<file path="src/rtl/mem_initiator.sv">
// mem_initiator: initiator side of a single-outstanding memory request/response
// protocol. Takes one core request at a time, rejects misaligned addresses
// locally, forwards the rest to memory and returns read data or write
// completion. A per-request timeout aborts hung transactions. Any response
// that memory still owes afterwards is absorbed silently.
module mem_initiator #(
  parameter int ADDRESS_WIDTH = 32,
  parameter int DATA_WIDTH    = 32,
  parameter int TIMEOUT       = 64,
  parameter int CHECK_ALIGN   = 1
) (
  input  logic                     clk,
  input  logic                     reset,
  // core request channel
  input  logic                     c_valid,
  output logic                     c_ready,
  input  logic                     c_cmd,
  input  logic [ADDRESS_WIDTH-1:0] c_address,
  input  logic [DATA_WIDTH-1:0]    c_data,
  // core response channel
  output logic                     c_res_valid,
  input  logic                     c_res_ready,
  output logic [DATA_WIDTH-1:0]    c_res_data,
  output logic                     c_res_err,
  // memory request channel
  output logic                     m_valid,
  input  logic                     m_ready,
  output logic                     m_cmd,
  output logic [ADDRESS_WIDTH-1:0] m_address,
  output logic [DATA_WIDTH-1:0]    m_data,
  // memory response channel
  input  logic                     m_res_valid,
  output logic                     m_res_ready,
  input  logic [DATA_WIDTH-1:0]    m_rdata
);

  localparam logic [1:0] ST_IDLE = 2'd0;
  localparam logic [1:0] ST_REQ  = 2'd1;
  localparam logic [1:0] ST_WAIT = 2'd2;
  localparam logic [1:0] ST_RESP = 2'd3;

  // A zero TIMEOUT disables the timeout, but the counter still needs one bit.
  localparam int CNT_W = (TIMEOUT > 0) ? $clog2(TIMEOUT + 1) : 1;
  localparam logic [CNT_W-1:0] CNT_LIMIT = (TIMEOUT > 0) ? CNT_W'(TIMEOUT) : '1;

  // Byte-offset bits that must be zero for a word-aligned access.
  localparam int ALIGN_BITS = (DATA_WIDTH > 8) ? $clog2(DATA_WIDTH / 8) : 0;
  localparam logic [ADDRESS_WIDTH-1:0] ALIGN_MASK =
    ADDRESS_WIDTH'((64'd1 << ALIGN_BITS) - 64'd1);

  logic [1:0]               state_q, state_d;
  logic                     cmd_q, cmd_d;
  logic [ADDRESS_WIDTH-1:0] addr_q, addr_d;
  logic [DATA_WIDTH-1:0]    wdata_q, wdata_d;
  logic [DATA_WIDTH-1:0]    res_data_q, res_data_d;
  logic                     res_err_q, res_err_d;
  logic                     stale_q, stale_d;
  logic [CNT_W-1:0]         cnt_q, cnt_d;

  logic [CNT_W-1:0]         cnt_inc;
  logic                     timeout_hit;
  logic                     misaligned;
  logic                     core_hs;

  // The counter saturates at the limit. The timeout fires on the edge where it
  // reaches the limit, so a request spends at most TIMEOUT cycles in REQ+WAIT.
  assign cnt_inc     = (cnt_q == CNT_LIMIT) ? cnt_q : cnt_q + 1'b1;
  assign timeout_hit = (TIMEOUT > 0) && (cnt_inc == CNT_LIMIT);
  assign misaligned  = (CHECK_ALIGN != 0) && ((c_address & ALIGN_MASK) != '0);

  // Gate c_ready with reset so it can only rise once reset is released.
  assign c_ready     = reset && (state_q == ST_IDLE) && !stale_q;
  assign core_hs     = c_valid && c_ready;

  assign m_valid     = (state_q == ST_REQ);
  assign m_cmd       = cmd_q;
  assign m_address   = addr_q;
  assign m_data      = wdata_q;
  // A stale response must drain even outside WAIT, because memory holds off
  // new requests until it has delivered it.
  assign m_res_ready = (state_q == ST_WAIT) || stale_q;
  assign c_res_valid = (state_q == ST_RESP);
  assign c_res_data  = res_data_q;
  assign c_res_err   = res_err_q;

  // Next-state logic: request latching, memory handshakes, timeout and stale drain.
  always_comb begin
    state_d    = state_q;
    cmd_d      = cmd_q;
    addr_d     = addr_q;
    wdata_d    = wdata_q;
    res_data_d = res_data_q;
    res_err_d  = res_err_q;
    stale_d    = stale_q;
    cnt_d      = cnt_q;

    // The first response seen while stale belongs to an aborted read.
    if (stale_q && m_res_valid) begin
      stale_d = 1'b0;
    end

    case (state_q)
      ST_IDLE: begin
        if (core_hs) begin
          cmd_d   = c_cmd;
          addr_d  = c_address;
          wdata_d = c_data;
          if (misaligned) begin
            res_data_d = '0;
            res_err_d  = 1'b1;
            state_d    = ST_RESP;
          end else begin
            cnt_d   = '0;
            state_d = ST_REQ;
          end
        end
      end
      ST_REQ: begin
        cnt_d = cnt_inc;
        // An acceptance on the timeout edge still counts as accepted.
        if (m_ready) begin
          if (cmd_q) begin
            res_data_d = '0;
            res_err_d  = 1'b0;
            state_d    = ST_RESP;
          end else begin
            state_d = ST_WAIT;
          end
        end else if (timeout_hit) begin
          res_data_d = '0;
          res_err_d  = 1'b1;
          state_d    = ST_RESP;
        end
      end
      ST_WAIT: begin
        cnt_d = cnt_inc;
        // A response on the timeout edge wins over the timeout.
        if (m_res_valid) begin
          res_data_d = m_rdata;
          res_err_d  = 1'b0;
          state_d    = ST_RESP;
        end else if (timeout_hit) begin
          res_data_d = '0;
          res_err_d  = 1'b1;
          stale_d    = 1'b1;
          state_d    = ST_RESP;
        end
      end
      default: begin
        if (c_res_ready) begin
          state_d = ST_IDLE;
        end
      end
    endcase
  end

  // State registers with asynchronous active-low reset.
  always_ff @(posedge clk or negedge reset) begin
    if (!reset) begin
      state_q    <= ST_IDLE;
      cmd_q      <= 1'b0;
      addr_q     <= '0;
      wdata_q    <= '0;
      res_data_q <= '0;
      res_err_q  <= 1'b0;
      stale_q    <= 1'b0;
      cnt_q      <= '0;
    end else begin
      state_q    <= state_d;
      cmd_q      <= cmd_d;
      addr_q     <= addr_d;
      wdata_q    <= wdata_d;
      res_data_q <= res_data_d;
      res_err_q  <= res_err_d;
      stale_q    <= stale_d;
      cnt_q      <= cnt_d;
    end
  end

endmodule

</file>
<file path="config.mk">
export PLATFORM = sky130hd
export DESIGN_NAME = mem_initiator
export DESIGN_NICKNAME = d
export VERILOG_FILES = /design/src/rtl/mem_initiator.sv
export SDC_FILE = /design/constraint.sdc
export NUM_CORES = 1
export LEC_CHECK = 0
export CORE_UTILIZATION = 47
export CTS_CLUSTER_SIZE = 40
export DETAILED_ROUTE_END_ITERATION = 8
export GPL_TIMING_DRIVEN = 0
export PLACE_DENSITY = 0.86
export SLEW_MARGIN = 0
export SYNTH_ARGS = -nofsm -noshare
export SYNTH_HDL_FRONTEND = slang
export SYNTH_SLANG_ARGS = --single-unit
</file>
<file path="constraint.sdc">
create_clock -name clk -period 5.1 [get_ports clk]
set_clock_uncertainty 0.05 [all_clocks]
set_input_delay 0.765 -clock clk [delete_from_list [all_inputs] [get_ports clk]]
set_output_delay 0.765 -clock clk [all_outputs]
set_load 0.02 [all_outputs]
</file>
---- Word level (Yosys, flattened, before mapping) ----
Index checks and enable logic that the tools add are counted.
Widths: inputs -> output; s select.
cells by class
  eq/ne operators ......................... 9
  add/subtract/negate cells ............... 1
  reduce and logical (&&, ||, !) cells .... 16
  multiplexer cells ....................... 30
operators with widths
  cell                 count
  $mux 32              6
  $pmux 32 s3          1
  $reduce_bool 32->1   1
  $mux 7               3
  $eq 7x7->1 const B   2
  $pmux 7 s2           1
  $mux 2               6
  $mux 1               11
  $add 7x1->7 const B  1
  $ne 2x2->1 const B   3
  $pmux 2 s3           1
  $eq 2x2->1 const B   2
  $logic_and 1x1->1    4
  $reduce_and 2->1     2
  $reduce_and 4->1     1
  $reduce_bool 4->1    1
  $ne 3x2->1 const B   1
  $pmux 1 s3           1
  $reduce_and 3->1     1
  $reduce_bool 3->1    1
  $eq 2x1->1 const B   1
  $logic_not 2->1      1
  $reduce_bool 2->1    1
  $reduce_or 2->1      1
  other kinds (2)      2
word-level totals
  register bits after elaboration ......... 108
  bits of input ports ..................... 103
  output and inout bits ................... 102
  word-level logic and storage cells ...... 64

---- Logic depth before layout (Yosys ltp) ----
  depth after elaboration ................. 6
  gate-level depth with buffers ........... 9
  gate-level depth less buffers ........... 7

---- Least setup slack after synthesis ----
OpenSTA, ideal clock, no wires.
  kind .................................... flip-flop to flip-flop
  start point ............................. register state_q[0]
  end point ............................... register addr_q[0], in the netlist m_address[0]
  cell stages (with the launch flop) ...... 8
  period minus slack after synthesis ...... 2.227 ns
  path buffers ............................ 3
  arrival ................................. 2.053 ns
  slack ................................... 2.873 ns
  data required time ...................... 4.925 ns
  setup time .............................. 0.125 ns
  cells stage by stage .................... dfrtp_1 -> inv_1 -> ha_1 -> clkbuf_1 -> nand4b_1 -> clkbuf_1 -> clkbuf_1 -> mux2_2
between the ends
  word-level cells in the longest chain between the ends .. 5
ends and longest elaborated chain
  what                                 line     text
  start: declaration                   51       logic [1:0] state_q, state_d;
  start signal: assignment             169      state_q <= state_d;
  $logic_not 2->1 *                    72, 102
  $logic_and 1x1->1 (2 in series)      72       assign c_ready = reset && (state_q == ST_IDLE) && !stale_q;
  $logic_and 1x1->1                    73       assign core_hs = c_valid && c_ready;
  $reduce_and 2->1 (no source line) *  n/a
  end signal: assignment               171      addr_q <= addr_d;
  end: declaration                     53       logic [ADDRESS_WIDTH-1:0] addr_q, addr_d;
Every way passes the cells marked *; elsewhere a longest branch is shown, timed or not.
A chain may end at the register's enable or synchronous reset.

---- Worst setup path after layout ----
  start point ............................. register state_q[0]
  end point ............................... output m_res_ready
between the ends
  word-level cells in the longest chain between the ends .. 2
ends and longest elaborated chain
  what              line  text
  $eq 2x2->1        81    assign m_res_ready = (state_q == ST_WAIT) || stale_q;
  $logic_or 1x1->1  81
  end: declaration  33    output logic m_res_ready,
Every way passes these cells.

==> qor.txt <==
Status: finished, final reports clean
Commonest non-fill, non-tap cell in the layout: clkdlybuf4s50_1
GRT Util Overall: 0.261
Final setup viols: 0
GPL Wtd Cong: 0.868
Hold Buf Count CTS: 0
Mean Syn Cell Area: 11.8 um^2
Synth unique cells: 43
Final HPWL DP: 10.2 mm
Layout cells sized above 1: 0.148
VDD IR max: 0.388 mV
Final instance area: 7490 um^2
Detailed Route Iter0 Violations: 235
P_leak: 0.00319 uW
Post-Place Cell Area: 7250 um^2
H-tree levels: 3
Initial core utilization: 0.486
# DRC: 0
Period minus WS final: 3.50 ns
Initial antenna violation count: 0
Worst rel slew slack: 0.506
Top cell type's share of synthesized area: 0.539
Final hold vios: 0
Via count: 4255
WL final: 14.0 mm
CTS Buf Count: 9
Clock tree sinks: 108
Dpl cells: 768
Worst-Margin Slew: 0.741 ns
Vias per cell: 5.43
Core Footprint: 10300 um^2
Die extent in x: 105 um
Pins Over Slew Limit: 0
Finished Core Util: 0.725
WP data required: 4.28 ns
WP data arrival: 2.69 ns
Clk root buf: clkbuf_8
Post-synthesis register bit count: 108
Die Area: 11100 um^2
TritonCTS clock tree: built
RSZ-0062 raised after global routing: no
Critical path class: flip-flop to primary output
Fin cells: 783
Final period util: 0.687
Power Total: 4850 uW
Worst hold path class: input pin to async pin
CP endpoint kind: primary output
First-pass iteration count of the detailed router: 4
Crit path launch type: flip-flop
IO buf count: 204
Core Rows: 37
Top post-synthesis cells by area: dfrtp_1 54%, mux2_2 15%, o2bb2ai_1 5.6%, nand2_1 5.5%, a31o_1 5.2%
CP max FO: 10
Post-CTS Setup Inserts: 0
Wire length per cell: 17.9 um
Cells after synthesis: 427
Worst R2R Setup Slack: 2.27 ns
Antenna cells: 0
First-pass GRT wire length: 22.8 mm
# nets final: 753
Fmax: 285 MHz
Clock latency on the worst-skew pair: 0.37 ns
Leading cell types in the layout, fill and taps excluded: 203 x clkdlybuf4s50_1, 108 x dfrtp_1, 74 x nand2_1, 67 x mux2_2, 32 x o2bb2ai_1
Pwr Density: 647 nW/um^2
Grt ovf: 0
Total nets after synthesis: 537
Post_cts resized: 0
Synth area leader: dfrtp_1
Mapped Area: 5020 um^2
Largest net degree at the start of global routing: 57
Area growth syn-to-layout: 49.3%
Hold slack: 0.385 ns
Worst-path clk slew: 0.10 ns
Max-cap violation count: 0
Vias in the first global route: 4523
Clock buffer depth: 2
Seq/Total Area, Yosys: 0.539
Die H: 105 um
Syn. warnings: 0
ANT nets after route: 0
I/O pin count: 205
power breakdown:
part           switching (uW)  internal (uW)  total, uW
registers                 268           1250       1520
clock network             289            324        614
logic                    1420           1290       2710
stage by stage:
step | setup TNS, ns | worst slack, ns
finish | 0 | 1.60
global route | 0 | 1.41
CTS | 0 | 1.60
detailed placement | 0 | 1.90
global placement | -300.36 | -2.11
floorplan | 0 | 2.87
layout make-up:
type	count	area, um^2
plain buffers	28	135
fillers	755	2830
clock buffers	9	124
multi-input cells	280	2140
well taps	136	170
repair buffers	205	2070
flip-flops and latches	108	2700
inverters	11	41.3
clock inverters	6	111
critical path: stages (launching register included):
cell and delay [ns]:
dfrtp_1 0.46, inv_1 0.14, ha_1 0.16, clkbuf_1 0.39, buf_1 0.38, or2_2 0.19
clkdlybuf4s50_1 0.59
synth_stat cells (all sizes together):
cell type and n:
a21oi 3, a21o 1, o21a 1, o21bai 1, clkbuf 23, o32ai 1, nor2b 1, nand2 74
a31oi 6, and3 3, o31ai 3, nand4 1, a311oi 1, buf 5, a31o 32, a22o 1
mux2i 1, or2 3, inv 11, o41ai 1, nor3 3, a221oi 1, or4b 1, xnor2 3
nand3 6, mux2 67, a2bb2oi 1, or3 1, o21ai 9, nand4b 1, nor2 4, dfrtp 108
a22oi 1, o211ai 1, nand3b 2, ha 7, a211oi 2, nand2b 4, o2bb2ai 32
metal layers:
layer | track usage | vias to the layer above | share of wire
li1 | - | 1969 | -
met1 | 0.312 | 2107 | 0.39
met2 | 0.458 | 165 | 0.52
met3 | 0.0767 | 14 | 0.078
met4 | 0.0724 | 0 | 0.012
met5 | 0 | - | 0
logic make-up after synthesis:
kind of cell,synth area share
AO/OA/AOI/OAI,0.160
flip-flops,0.539
adder cells (fa/ha/maj),0.0175
XOR/XNOR,0.00524
AND/OR/NAND/NOR,0.0910
buffers and inverters,0.0352
multiplexers,0.152
flip-flops by register name, summed over array words and instances, names as in the netlist:
name / cells
m_address: 32
state_q: 2
m_data: 32
stale_q: 1
c_res_data: 32
cnt_q: 7
m_cmd: 1
c_res_err: 1
worst paths after layout:
path	from	endpoint	cells after the start
max in group asynchronous	reset	m_address[30]	2
min in group clk	m_data[31]	m_data[31]	1
max	state_q[0]	m_res_ready	6
min reg2reg	m_data[31]	m_data[31]	1
max reg2reg	state_q[0]	m_address[20]	7
min	reset	c_res_data[22]	1
Power figures use the tool's default switching activity.
